<file path="src/rtl/riscv_mem_arbiter.sv">
// Purpose: shares one single-ported word memory between the core's fetch path and load/store path.
// Latency: from the IDLE grant cycle, fetch/load done at +2+MEM_LAT, store done at +2, misaligned done at +1.
// Backpressure: requesters hold req/payload until their done pulse; when both contend, the loser waits one transaction.
//
// Ports:
//   clk, reset          - rising-edge clock, asynchronous active-low reset
//   if_req/if_addr      - fetch request and byte address; if_done/if_rdata/if_err return the result
//   d_req/d_we/d_addr/d_wdata - data request; d_done/d_rdata/d_err return the result
//   mem_en/mem_we/mem_addr/mem_wdata/mem_rdata - single-ported word memory, read data MEM_LAT cycles after mem_en
//   busy                - high whenever an access is in progress
module riscv_mem_arbiter #(
    parameter int MEM_AW  = 10,
    parameter int MEM_LAT = 1
) (
    input  logic              clk,
    input  logic              reset,
    input  logic              if_req,
    input  logic [31:0]       if_addr,
    output logic              if_done,
    output logic [31:0]       if_rdata,
    output logic              if_err,
    input  logic              d_req,
    input  logic              d_we,
    input  logic [31:0]       d_addr,
    input  logic [31:0]       d_wdata,
    output logic              d_done,
    output logic [31:0]       d_rdata,
    output logic              d_err,
    output logic              mem_en,
    output logic              mem_we,
    output logic [MEM_AW-1:0] mem_addr,
    output logic [31:0]       mem_wdata,
    input  logic [31:0]       mem_rdata,
    output logic              busy
);

    typedef enum logic [1:0] {
        ST_IDLE  = 2'd0,
        ST_ISSUE = 2'd1,
        ST_WAIT  = 2'd2,
        ST_DONE  = 2'd3
    } state_t;

    // Transaction state
    state_t            state_q, state_d;
    logic              last_dat_q, last_dat_d;   // 1: previous grant went to the data port
    logic              gnt_dat_q, gnt_dat_d;     // 1: current grant belongs to the data port
    logic [2:0]        cnt_q, cnt_d;             // remaining read-latency cycles
    logic              we_q, we_d;
    logic [MEM_AW-1:0] addr_q, addr_d;
    logic [31:0]       wdata_q, wdata_d;
    logic              err_q, err_d;

    // Registered outputs
    logic              if_done_q, if_done_d;
    logic [31:0]       if_rdata_q, if_rdata_d;
    logic              if_err_q, if_err_d;
    logic              d_done_q, d_done_d;
    logic [31:0]       d_rdata_q, d_rdata_d;
    logic              d_err_q, d_err_d;
    logic              mem_en_q, mem_en_d;
    logic              mem_we_q, mem_we_d;
    logic [MEM_AW-1:0] mem_addr_q, mem_addr_d;
    logic [31:0]       mem_wdata_q, mem_wdata_d;
    logic              busy_q, busy_d;

    // Arbitration helpers
    logic              pick_dat;
    logic [31:0]       sel_addr;

    // Byte-address bits above the word range and the two offset bits of an
    // aligned access do not reach the memory.
    logic unused_addr_bits;
    assign unused_addr_bits = ^{if_addr[31:MEM_AW+2], d_addr[31:MEM_AW+2]};

    always_comb begin
        state_d     = state_q;
        last_dat_d  = last_dat_q;
        gnt_dat_d   = gnt_dat_q;
        cnt_d       = cnt_q;
        we_d        = we_q;
        addr_d      = addr_q;
        wdata_d     = wdata_q;
        err_d       = err_q;
        if_rdata_d  = if_rdata_q;
        d_rdata_d   = d_rdata_q;

        // Only one requester: it wins. Both: the side not served last time wins.
        if (if_req && d_req) begin
            pick_dat = ~last_dat_q;
        end else begin
            pick_dat = d_req;
        end
        sel_addr = pick_dat ? d_addr : if_addr;

        case (state_q)
            ST_IDLE: begin
                if (if_req || d_req) begin
                    gnt_dat_d  = pick_dat;
                    last_dat_d = pick_dat;
                    we_d       = pick_dat & d_we;
                    addr_d     = sel_addr[MEM_AW+1:2];
                    wdata_d    = pick_dat ? d_wdata : 32'd0;
                    err_d      = (sel_addr[1:0] != 2'b00);
                    if (sel_addr[1:0] != 2'b00) begin
                        // Misaligned: never touches memory, returns zero data with err.
                        state_d = ST_DONE;
                        if (pick_dat) begin
                            d_rdata_d = 32'd0;
                        end else begin
                            if_rdata_d = 32'd0;
                        end
                    end else begin
                        state_d = ST_ISSUE;
                    end
                end
            end
            ST_ISSUE: begin
                if (we_q) begin
                    state_d = ST_DONE;
                end else begin
                    state_d = ST_WAIT;
                    cnt_d   = 3'(MEM_LAT);
                end
            end
            ST_WAIT: begin
                cnt_d = cnt_q - 3'd1;
                // Count of 1 means mem_rdata is valid this cycle.
                if (cnt_q == 3'd1) begin
                    state_d = ST_DONE;
                    if (gnt_dat_q) begin
                        d_rdata_d = mem_rdata;
                    end else begin
                        if_rdata_d = mem_rdata;
                    end
                end
            end
            ST_DONE: begin
                state_d = ST_IDLE;
                err_d   = 1'b0;
            end
            default: begin
                state_d = ST_IDLE;
            end
        endcase

        // Outputs are registered, so they are derived from the state being entered.
        mem_en_d    = (state_d == ST_ISSUE);
        mem_we_d    = mem_en_d & we_d;
        mem_addr_d  = mem_en_d ? addr_d : '0;
        mem_wdata_d = mem_en_d ? wdata_d : 32'd0;
        busy_d      = (state_d != ST_IDLE);
        if_done_d   = (state_d == ST_DONE) & ~gnt_dat_d;
        d_done_d    = (state_d == ST_DONE) & gnt_dat_d;
        if_err_d    = if_done_d & err_d;
        d_err_d     = d_done_d & err_d;
    end

    always_ff @(posedge clk or negedge reset) begin
        if (!reset) begin
            state_q     <= ST_IDLE;
            last_dat_q  <= 1'b1;
            gnt_dat_q   <= 1'b0;
            cnt_q       <= 3'd0;
            we_q        <= 1'b0;
            addr_q      <= '0;
            wdata_q     <= 32'd0;
            err_q       <= 1'b0;
            if_done_q   <= 1'b0;
            if_rdata_q  <= 32'd0;
            if_err_q    <= 1'b0;
            d_done_q    <= 1'b0;
            d_rdata_q   <= 32'd0;
            d_err_q     <= 1'b0;
            mem_en_q    <= 1'b0;
            mem_we_q    <= 1'b0;
            mem_addr_q  <= '0;
            mem_wdata_q <= 32'd0;
            busy_q      <= 1'b0;
        end else begin
            state_q     <= state_d;
            last_dat_q  <= last_dat_d;
            gnt_dat_q   <= gnt_dat_d;
            cnt_q       <= cnt_d;
            we_q        <= we_d;
            addr_q      <= addr_d;
            wdata_q     <= wdata_d;
            err_q       <= err_d;
            if_done_q   <= if_done_d;
            if_rdata_q  <= if_rdata_d;
            if_err_q    <= if_err_d;
            d_done_q    <= d_done_d;
            d_rdata_q   <= d_rdata_d;
            d_err_q     <= d_err_d;
            mem_en_q    <= mem_en_d;
            mem_we_q    <= mem_we_d;
            mem_addr_q  <= mem_addr_d;
            mem_wdata_q <= mem_wdata_d;
            busy_q      <= busy_d;
        end
    end

    assign if_done   = if_done_q;
    assign if_rdata  = if_rdata_q;
    assign if_err    = if_err_q;
    assign d_done    = d_done_q;
    assign d_rdata   = d_rdata_q;
    assign d_err     = d_err_q;
    assign mem_en    = mem_en_q;
    assign mem_we    = mem_we_q;
    assign mem_addr  = mem_addr_q;
    assign mem_wdata = mem_wdata_q;
    assign busy      = busy_q;

endmodule
</file>
<file path="config.mk">
export PLATFORM = sky130hd
export DESIGN_NAME = riscv_mem_arbiter
export DESIGN_NICKNAME = d
export VERILOG_FILES = /design/src/rtl/riscv_mem_arbiter.sv
export SDC_FILE = /design/constraint.sdc
export NUM_CORES = 1
export LEC_CHECK = 0
export BUFFER_PORTS_ARGS = -buffer_cell sky130_fd_sc_hd__buf_2
export CAP_MARGIN = 20
export CORE_MARGIN = 2
export CORE_UTILIZATION = 49
export DETAILED_ROUTE_END_ITERATION = 10
export GPL_ROUTABILITY_DRIVEN = 1
export PLACE_DENSITY = 0.83
export SLEW_MARGIN = 25
export SYNTH_ARGS = -nofsm -noshare
export SYNTH_HDL_FRONTEND = slang
export SYNTH_SLANG_ARGS = --single-unit
</file>
<file path="constraint.sdc">
create_clock -name clk -period 2.6 [get_ports clk]
set_input_delay 0.13 -clock clk [delete_from_list [all_inputs] [get_ports clk]]
set_output_delay 0.13 -clock clk [all_outputs]
set_load 0.05 [all_outputs]
</file>
### After elaboration in Yosys (flattened, before gate mapping)

Cells that the tools add are included.

| storage, ports and cells | value |
|---|---|
| bits in registers | 164 |
| input bits | 133 |
| output and inout bits | 113 |

| cells by class | value |
|---|---|
| $add $sub $neg | 1 |
| equal/unequal tests | 14 |
| mux-type cells | 34 |
| bitwise operators | 8 |
| reductions and logical operators | 11 |

Operators with widths:

| kind | number |
|---|---|
| two-way mux 32 bit | 14 |
| case mux 32 bit (2 select lines) | 2 |
| two-way mux 10 bit | 3 |
| != test 2 bit, second input constant | 8 |
| two-way mux 12 bit | 1 |
| AND reduction 6 bit | 2 |
| case mux 2 bit (4 select lines) | 1 |
| nonzero test 2 bit | 4 |
| two-way mux 1 bit | 7 |
| bitwise AND 1 bit | 6 |
| == test 2 bit, second input constant | 3 |
| two-way mux 2 bit | 3 |
| case mux 3 bit (2 select lines) | 1 |
| == test 2 x 1 -> 1 bit, second input constant | 2 |
| AND reduction 2 bit | 2 |
| == test 3 x 1 -> 1 bit, second input constant | 1 |
| two-way mux 3 bit | 1 |
| subtractor 3 x 1 -> 3 bit, second input constant | 1 |
| zero test 2 bit | 1 |
| NOT 1 bit | 2 |
| case mux 1 bit (2 select lines) | 1 |
| logical AND 1 bit | 1 |
| logical OR 1 bit | 1 |

### Depth between registers and ports, before layout

Gate-level depths: netlist of the first run.

| logic depth | value |
|---|---|
| depth in word-level cells | 10 |
| gate-level depth with buffers | 8 |
| mapped depth without buffers | 7 |

### Worst setup path after synthesis of the first run

No wires, ideal clock.

| timing | value |
|---|---|
| path type | register to register |
| start | reg state_q[0] |
| end | reg if_rdata_q[10] (netlist: if_rdata[10]) |
| library setup time | 0.125 ns |
| arrival time | 1.855 ns |
| path slack | 0.621 ns |
| stages on the path, launching flop included | 8 |
| path buffers | 2 |
| path through | dfrtp_1 > inv_1 > ha_1 > clkbuf_1 > nor2_1 > a211oi_2 > buf_4 > mux2_2 |

| on the way | value |
|---|---|
| cells in the longest elaborated chain, start to end | 3 |
| elaborated cells between the ends (all ways) | 10 |
| those cells by class | eq/ne (6); mux (1); reduce/logical (3) |

RTL lines:

| what | RTL line | source |
|---|---|---|
| from (decl) | 45 | `state_t state_q, state_d;` |
| from (signal assigned) | 181 | `state_q <= state_d;` |
| == test 2 bit / zero test 2 bit (equally long branches) | 96 | `case (state_q)` |
| != test 2 bit (no line) / nonzero test 2 bit (equally long branches) | -- |  |
| AND reduction 6 bit (no line) | -- |  |
| to (signal assigned) | 190 | `if_rdata_q <= if_rdata_d;` |
| to (decl) | 56 | `logic [31:0] if_rdata_q, if_rdata_d;` |

Parallel ways exist; a longest one is shown, timed or not.
A chain may end at the register's enable or synchronous reset.

### Worst setup path in the final report of the first run

| timing | value |
|---|---|
| start | reg state_q[0] |
| end | reg if_rdata_q[9] (netlist: if_rdata[9]) |

The elaborated chain is that of the path after synthesis.

==> results of run 1 <==
[report_power, final]
group          leakage (nW)  switching, W  total (W)  internal [W]
sequential             2.15      0.000375    0.00383       0.00346
clock                 0.319      0.000997    0.00278       0.00178
combinational          2.23       0.00392    0.00587       0.00195
total                  4.70       0.00529     0.0125       0.00719
[repair_timing]
action	4_1_cts	5_1_grt
gates resized for setup	0	0
endpoints found under the hold margin	108	0
hold buffers	43	0
[area by class of cell]
class                      count  area share [%]
clock buffer                  20            5.35
clock inverter                12            2.30
inverter                       9           0.388
multi-input combinational    265            24.3
sequential                   164            47.1
tap                          172            2.47
timing repair buffer         258            18.1
[registers in the layout, indices dropped and copies added (netlist names), 2 cells and up]
name,flops
state_q,2
mem_wdata,32
if_rdata,32
addr_q,10
mem_addr,10
wdata_q,32
d_rdata,32
cnt_q,3
[stage by stage]
stage | area, sq um | utilization [%] | total power [W]
final | 8720 | 68.5 | 0.0125
after global routing | 8720 | 68.5 | 0.0131
after detailed placement | 7620 | 59.9 | 0.00966
after global placement | 7620 | 59.9 | 0.00945
after CTS | 8720 | 68.5 | 0.0125
after floorplan | 6430 | - | 0.00831
[worst max-delay path by stage]
stage              endpoint       start  cells past startpoint
2_1_floorplan  if_rdata[10]  state_q[0]                      7
3_3_place_gp    if_rdata[6]  state_q[0]                      6
3_5_place_dp    if_rdata[7]  state_q[0]                      6
4_1_cts         if_rdata[9]  state_q[0]                      6
5_1_grt         if_rdata[9]  state_q[1]                      6
6_report        if_rdata[9]  state_q[0]                      6
[cell usage after synthesis, types with 3 or more instances]
cell type  number
buf_6           5
and3_1         44
a21oi_1        21
dfrtp_1       163
buf_2           3
clkbuf_1       22
inv_1           9
nor2_1         18
a32o_1         33
mux2_4          4
nand2_1        19
mux2_2         59
buf_4           4
and2_1         32
ha_1            6
o21ai_0         4
a22o_1          3
[cells by family after synthesis]
| kind of cell | count (synthesis) | share of synthesized area [%] |
|---|---|---|
| AOI/OAI and AO/OA | 74 | 9.34 |
| buffers and inverters | 43 | 3.39 |
| muxes | 66 | 11.8 |
| adders and majority gates | 6 | 1.17 |
| DFF | 164 | 63.9 |
| and+or+nand+nor | 119 | 10.5 |
[layer usage]
layer	vias to the layer above	GRT usage, %	wire length [microns]
met5	-	0	0
met4	0	8.93	306
met3	29	6.56	1130
met2	219	40.4	8080
met1	2409	26.7	6350
li1	2165	-	-
[worst max-delay path, delay by kind of cell, from the launching register on]
kind	cells	cell delay, ns
flip-flops	1	0.41
adder cells (fa/ha/maj)	1	0.42
AND/OR/NAND/NOR	1	0.16
buffers and inverters	2	0.37
multiplexers	1	0.36
AO/OA/AOI/OAI	1	0.41
==> metrics.md, run 1 <==
| Metric | Value |
|---|---|
| Status | `finished, final reports clean` |
| Share of cells above drive strength 1 | `43.8%` |
| Initial antenna violation count | `0` |
| Synth area leader | `dfrtp_1` |
| RSZ-0062 raised after global routing | `no` |
| Largest net degree at the start of global routing | `70` |
| Post-Syn Area | `0.00643 sq mm` |
| RePlAce Congestion | `0.769` |
| Synth Instances | `472` |
| DRC | `0` |
| Detailed-route via count | `4822` |
| DRT Pass-1 Iters | `5` |
| Post-synth EDFFs | `0` |
| Sequential fraction of the synthesis area | `63.9%` |
| Clock Latency Late Sink | `0.42 ns` |
| CP Class | `register to register` |
| Slew HR | `56.8%` |
| CTS tree | `yes` |
| Crit path DAT | `2.58 ns` |
| Layout Skew | `0.00885 ns` |
| I/O Buffers | `205` |
| CTS Buf Count | `17` |
| IO Pins | `246` |
| Critical path required time | `2.90 ns` |
| Starting DRT DRC Count | `313` |
| Fill count | `932` |
| CP Max Fanout | `29` |
| CP Cell Sequence | `inv_1 -> ha_1 -> nor2_1 -> a211oi_4 -> buf_12 -> mux2_2` |
| Top cells by area, synth | `dfrtp_1 (63%), mux2_2 (10%), a32o_1 (5.1%), and3_1 (4.3%), and2_1 (3.1%)` |
| R2R setup slack | `0.32 ns` |
| Register bit count reported by yosys | `164` |
| Top-area cell type share of the netlist area | `63.5%` |
| Slowest stage delay, CP | `0.42 ns` |
| Non-Filler Instances | `900` |
| Root Driver | `clkbuf_16` |
| First-pass GRT wire length | `25.6 mm` |
| Synthesized area per cell | `13.6 sq um` |
| Place WS | `0.321 ns` |
| Dpl cells | `825` |
| Pwr dens | `1430 mW/mm^2` |
| Hold Path Depth | `3` |
| IR drop worst, VDD | `748 uV` |
| Area of the multi-input gates | `0.00212 sq mm` |
| Number of placement rows | `41` |
| H-tree depth | `4` |
| Hold EP | `addr_q[2]` |
| Max Fclk | `438 MHz` |
| Worst min path class | `input pin to register` |
| Clock sinks | `164` |
| Grt ovf | `0` |
| ANT cells | `0` |
| Final hold viol count | `0` |
| Worst-Margin Slew | `0.649 ns` |
| Prevailing post-synth register cell | `dfrtp_1` |
| Nets | `854` |
| Tot GR Track Use | `23.1%` |
| Final period utilization | `87.7%` |
| # Post-CTS Setup Buffers | `0` |
| Worst Hold Slack | `0.0574 ns` |
| Seq. cell area | `0.00411 sq mm` |
| CTS Buffer Depth | `2` |
| Die width | `119 microns` |
| WL final | `15.9 mm` |
| Core Box Area | `0.0127 sq mm` |
| Full die area | `0.0140 sq mm` |
| Final Max Slew Viols | `0` |
| Die H | `119 microns` |
| Final setup viols | `0` |
| FF-to-FF path depth | `6` |
| Routed wire length per instance | `17.6 microns` |
| Most frequent cells in the layout | `buf_2 (204), dfrtp_1 (163), mux2_2 (59), and3_1 (44), dlygate4sd3_1 (43)` |
| Final min period | `2.28 ns` |
| Clk pin slew, worst setup/hold paths | `0.06 ns` |
| DRT antenna net count | `0` |
| HPWL after DPL | `9.55 mm` |
| CP Launch Type | `register` |
| Starting Density | `50.5%` |
| Highest-delay cell along the critical path | `ha_1` |
| Via-to-Cell Ratio | `5.36` |
| Max-Cap Viols | `0` |
| Final WS setup | `0.319 ns` |
| Fin Setup TNS | `0 ns` |
| Syn Nets | `611` |
| Synth cell types | `37` |
| Area delta synth->final | `35.6%` |
| Number of global-route vias before repair | `5125` |
| Warnings from Yosys | `0` |
| Nature of the critical path endpoint | `register` |
| Lkg Pwr | `4.70 nW` |
| Min-delay src | `d_addr[4]` |
| Most common cell after layout, fill and taps aside | `buf_2` |
| Worst R2R Start | `state_q[0]` |
| Reg-to-reg critical path endpoint | `if_rdata[9]` |
| Async set-or-reset flop fraction in the synthesized netlist | `100%` |
Note: power is estimated with default switching activity, not from simulation.
==> run 2: changes to the inputs <==
Settings changed: HOLD_SLACK_MARGIN from default to 0.15, SKIP_LAST_GASP from default to 1.
==> run 2 against run 1 <==
Net effect:
- power up 2.0%
- global-route usage up 1.5 points
- first-iteration DRC count up 12%
- register-to-register slack worse by 0.05 ns
- critical endpoint is now addr_q[1]
- routed wire length up 7.2%
- combinational power up 4.1%
- critical path depth up 1
- non-clock buffer count up 43
- flip-flop and latch count unchanged
- critical path type unchanged
- via count up 5.2%
==> metrics.md, run 2 (synthesized netlist as in run 1, its figures left out) <==
| Metric | Value |
|---|---|
| H-tree depth | `4 (unchanged)` |
| I/O Buffers | `205 (unchanged)` |
| Power, Total | `0.0127 W (was 0.0125 W)` |
| CTS Buffer Depth | `2 (unchanged)` |
| CP Launch Type | `register (unchanged)` |
| Most used cell, CP | `a21oi_1` |
| Starting Density | `50.5% (unchanged)` |
| Detailed-route via count | `5071 (was 4822)` |
| Die H | `119 microns (unchanged)` |
| Worst min path class | `input pin to register (unchanged)` |
| WL final | `17.0 mm (was 15.9 mm)` |
| Final Max Slew Viols | `0 (unchanged)` |
| ANT cells | `0 (unchanged)` |
| Crit path DAT | `2.64 ns (was 2.58 ns)` |
| RePlAce Congestion | `0.769 (unchanged)` |
| Final hold viol count | `0 (unchanged)` |
| Starting DRT DRC Count | `350 (was 313)` |
| Routed wire length per instance | `18.0 microns (was 17.6 microns)` |
| Lkg Pwr | `4.88 nW (was 4.70 nW)` |
| HPWL after DPL | `9.55 mm (unchanged)` |
| DRC | `0 (unchanged)` |
| Reg-to-reg critical path endpoint | `addr_q[1] (was if_rdata[9])` |
| Crit path max-delay family | `buffers and inverters (was adder cells)` |
| Worst R2R Start | `state_q[0] (unchanged)` |
| CP Max Fanout | `36 (was 29)` |
| Share of cells above drive strength 1 | `41.4% (was 43.8%)` |
| DRT Pass-1 Iters | `4 (was 5)` |
| Core Box Area | `0.0127 sq mm (unchanged)` |
| Clk pin slew, worst setup/hold paths | `0.06 ns (about the same)` |
| Status | `finished, final reports clean (unchanged)` |
| Clock Latency Late Sink | `0.42 ns (about the same)` |
| Full die area | `0.0140 sq mm (unchanged)` |
| RSZ-0062 raised after global routing | `no (unchanged)` |
| Worst Setup SP | `state_q[0] (unchanged)` |
| Slew HR | `56.7% (was 56.8%)` |
| Min-delay src | `d_addr[4] (unchanged)` |
| Final min period | `2.34 ns (was 2.28 ns)` |
| FF-to-FF path depth | `7 (was 6)` |
| Bufs and invs on worst path | `3 (was 2)` |
| Root Driver | `clkbuf_16 (unchanged)` |
| Number of placement rows | `41 (unchanged)` |
| Area of the multi-input gates | `0.00212 sq mm (unchanged)` |
| IR drop worst, VDD | `751 uV (was 748 uV)` |
| Final setup viols | `0 (unchanged)` |
| Initial antenna violation count | `0 (unchanged)` |
| Number of global-route vias before repair | `5452 (was 5125)` |
| Critical path required time | `2.90 ns (about the same)` |
| Slowest stage delay, CP | `0.57 ns (was 0.42 ns)` |
| Tot GR Track Use | `24.5% (was 23.1%)` |
| Nets | `897 (was 854)` |
| Max-Cap Viols | `0 (unchanged)` |
| Fin Setup TNS | `0 ns (unchanged)` |
| Most common cell after layout, fill and taps aside | `buf_2 (unchanged)` |
| Seq. cell area | `0.00411 sq mm (unchanged)` |
| Pwr dens | `1390 mW/mm^2 (was 1430 mW/mm^2)` |
| Hold Path Depth | `4 (was 3)` |
| First-pass GRT wire length | `27.3 mm (was 25.6 mm)` |
| CP Cell Sequence | `inv_1 -> ha_1 -> o21ai_4 -> buf_6 -> a21oi_1 -> a21oi_1 -> dlygate4sd3_1 (was inv_1 -> ha_1 -> nor2_1 -> a211oi_4 -> buf_12 -> mux2_2)` |
| Nature of the critical path endpoint | `register (unchanged)` |
| CTS Buf Count | `17 (unchanged)` |
| Most frequent cells in the layout | `buf_2 (204), dfrtp_1 (163), dlygate4sd3_1 (86), mux2_2 (59), and3_1 (44) (was buf_2 (204), dfrtp_1 (163), mux2_2 (59), and3_1 (44), dlygate4sd3_1 (43))` |
| # Post-CTS Setup Buffers | `0 (unchanged)` |
| CP Class | `register to register (unchanged)` |
| R2R setup slack | `0.26 ns (was 0.32 ns)` |
| DRT antenna net count | `0 (unchanged)` |
| Layout Skew | `0.0132 ns (was 0.00885 ns)` |
| Fill count | `856 (was 932)` |
| Final period utilization | `89.8% (was 87.7%)` |
| Largest net degree at the start of global routing | `70 (unchanged)` |
| Area delta synth->final | `42.4% (was 35.6%)` |
| Worst-Margin Slew | `0.650 ns (was 0.649 ns)` |
| CTS tree | `yes (unchanged)` |
| Grt ovf | `0 (unchanged)` |
| Clock sinks | `164 (unchanged)` |
| Highest-delay cell along the critical path | `dlygate4sd3_1 (was ha_1)` |
| Via-to-Cell Ratio | `5.38 (was 5.36)` |
| Hold EP | `mem_addr[2] (was addr_q[2])` |
| Max Fclk | `428 MHz (was 438 MHz)` |
| IO Pins | `246 (unchanged)` |
| Die width | `119 microns (unchanged)` |
run 2: cell count changes in the layout (fill, tap and decap cells not counted):
cell	change
buf_6	+1
dlygate4sd3_1	+43
buf_4	-1
run 2: layout make-up:
class,instances,share of cell area [%]
clock inverters,12,2.19
multi-input cells,265,23.2
inverters,9,0.369
clock buffers,20,5.10
well taps,172,2.35
repair buffers,301,22.0
flip-flops and latches,164,44.9
run 2: worst min-delay path, stage by stage:
cell and delay [ns]:
buf_2 0.08, a21oi_1 0.05, a21oi_1 0.16, and3_1 0.17
run 2: worst max-delay path by stage:
stage,endpoint,cells after the start
4_1_cts,addr_q[1],7
3_3_place_gp,if_rdata[6],6
6_report,addr_q[1],7
3_5_place_dp,if_rdata[7],6
5_1_grt,addr_q[1],7
2_1_floorplan,if_rdata[10],7
run 2: timing repair:
item,CTS,global route
setup endpoints to repair,0,1
gates resized for setup,0,1
endpoints found under the hold margin,213,0
hold buffers,86,0
run 2: metrics by stage:
step	cells	util, %	hold slack [ns]	cell area (sq um)	setup slack, ns
after global placement	825	59.9	0.146	7620	0.380
after CTS	943	71.9	0.166	9150	0.192
after global routing	943	71.9	0.224	9150	0.0833
after detailed placement	825	59.9	0.161	7620	0.321
final	943	71.9	0.203	9150	0.264
after floorplan	472	-	-0.166	6430	0.621
run 2: where the power goes:
part / internal [W] / switching (W)
clock network: 0.00178 / 0.000999
registers: 0.00346 / 0.000385
logic: 0.00212 / 0.00399
total: 0.00736 / 0.00538
run 2: routing by layer:
layer	up-vias	global-route usage [%]	wire, microns
met5	-	0	0
met4	0	9.75	386
met3	39	6.85	1220
met2	231	42.9	8710
li1	2250	-	-
met1	2551	28.4	6690
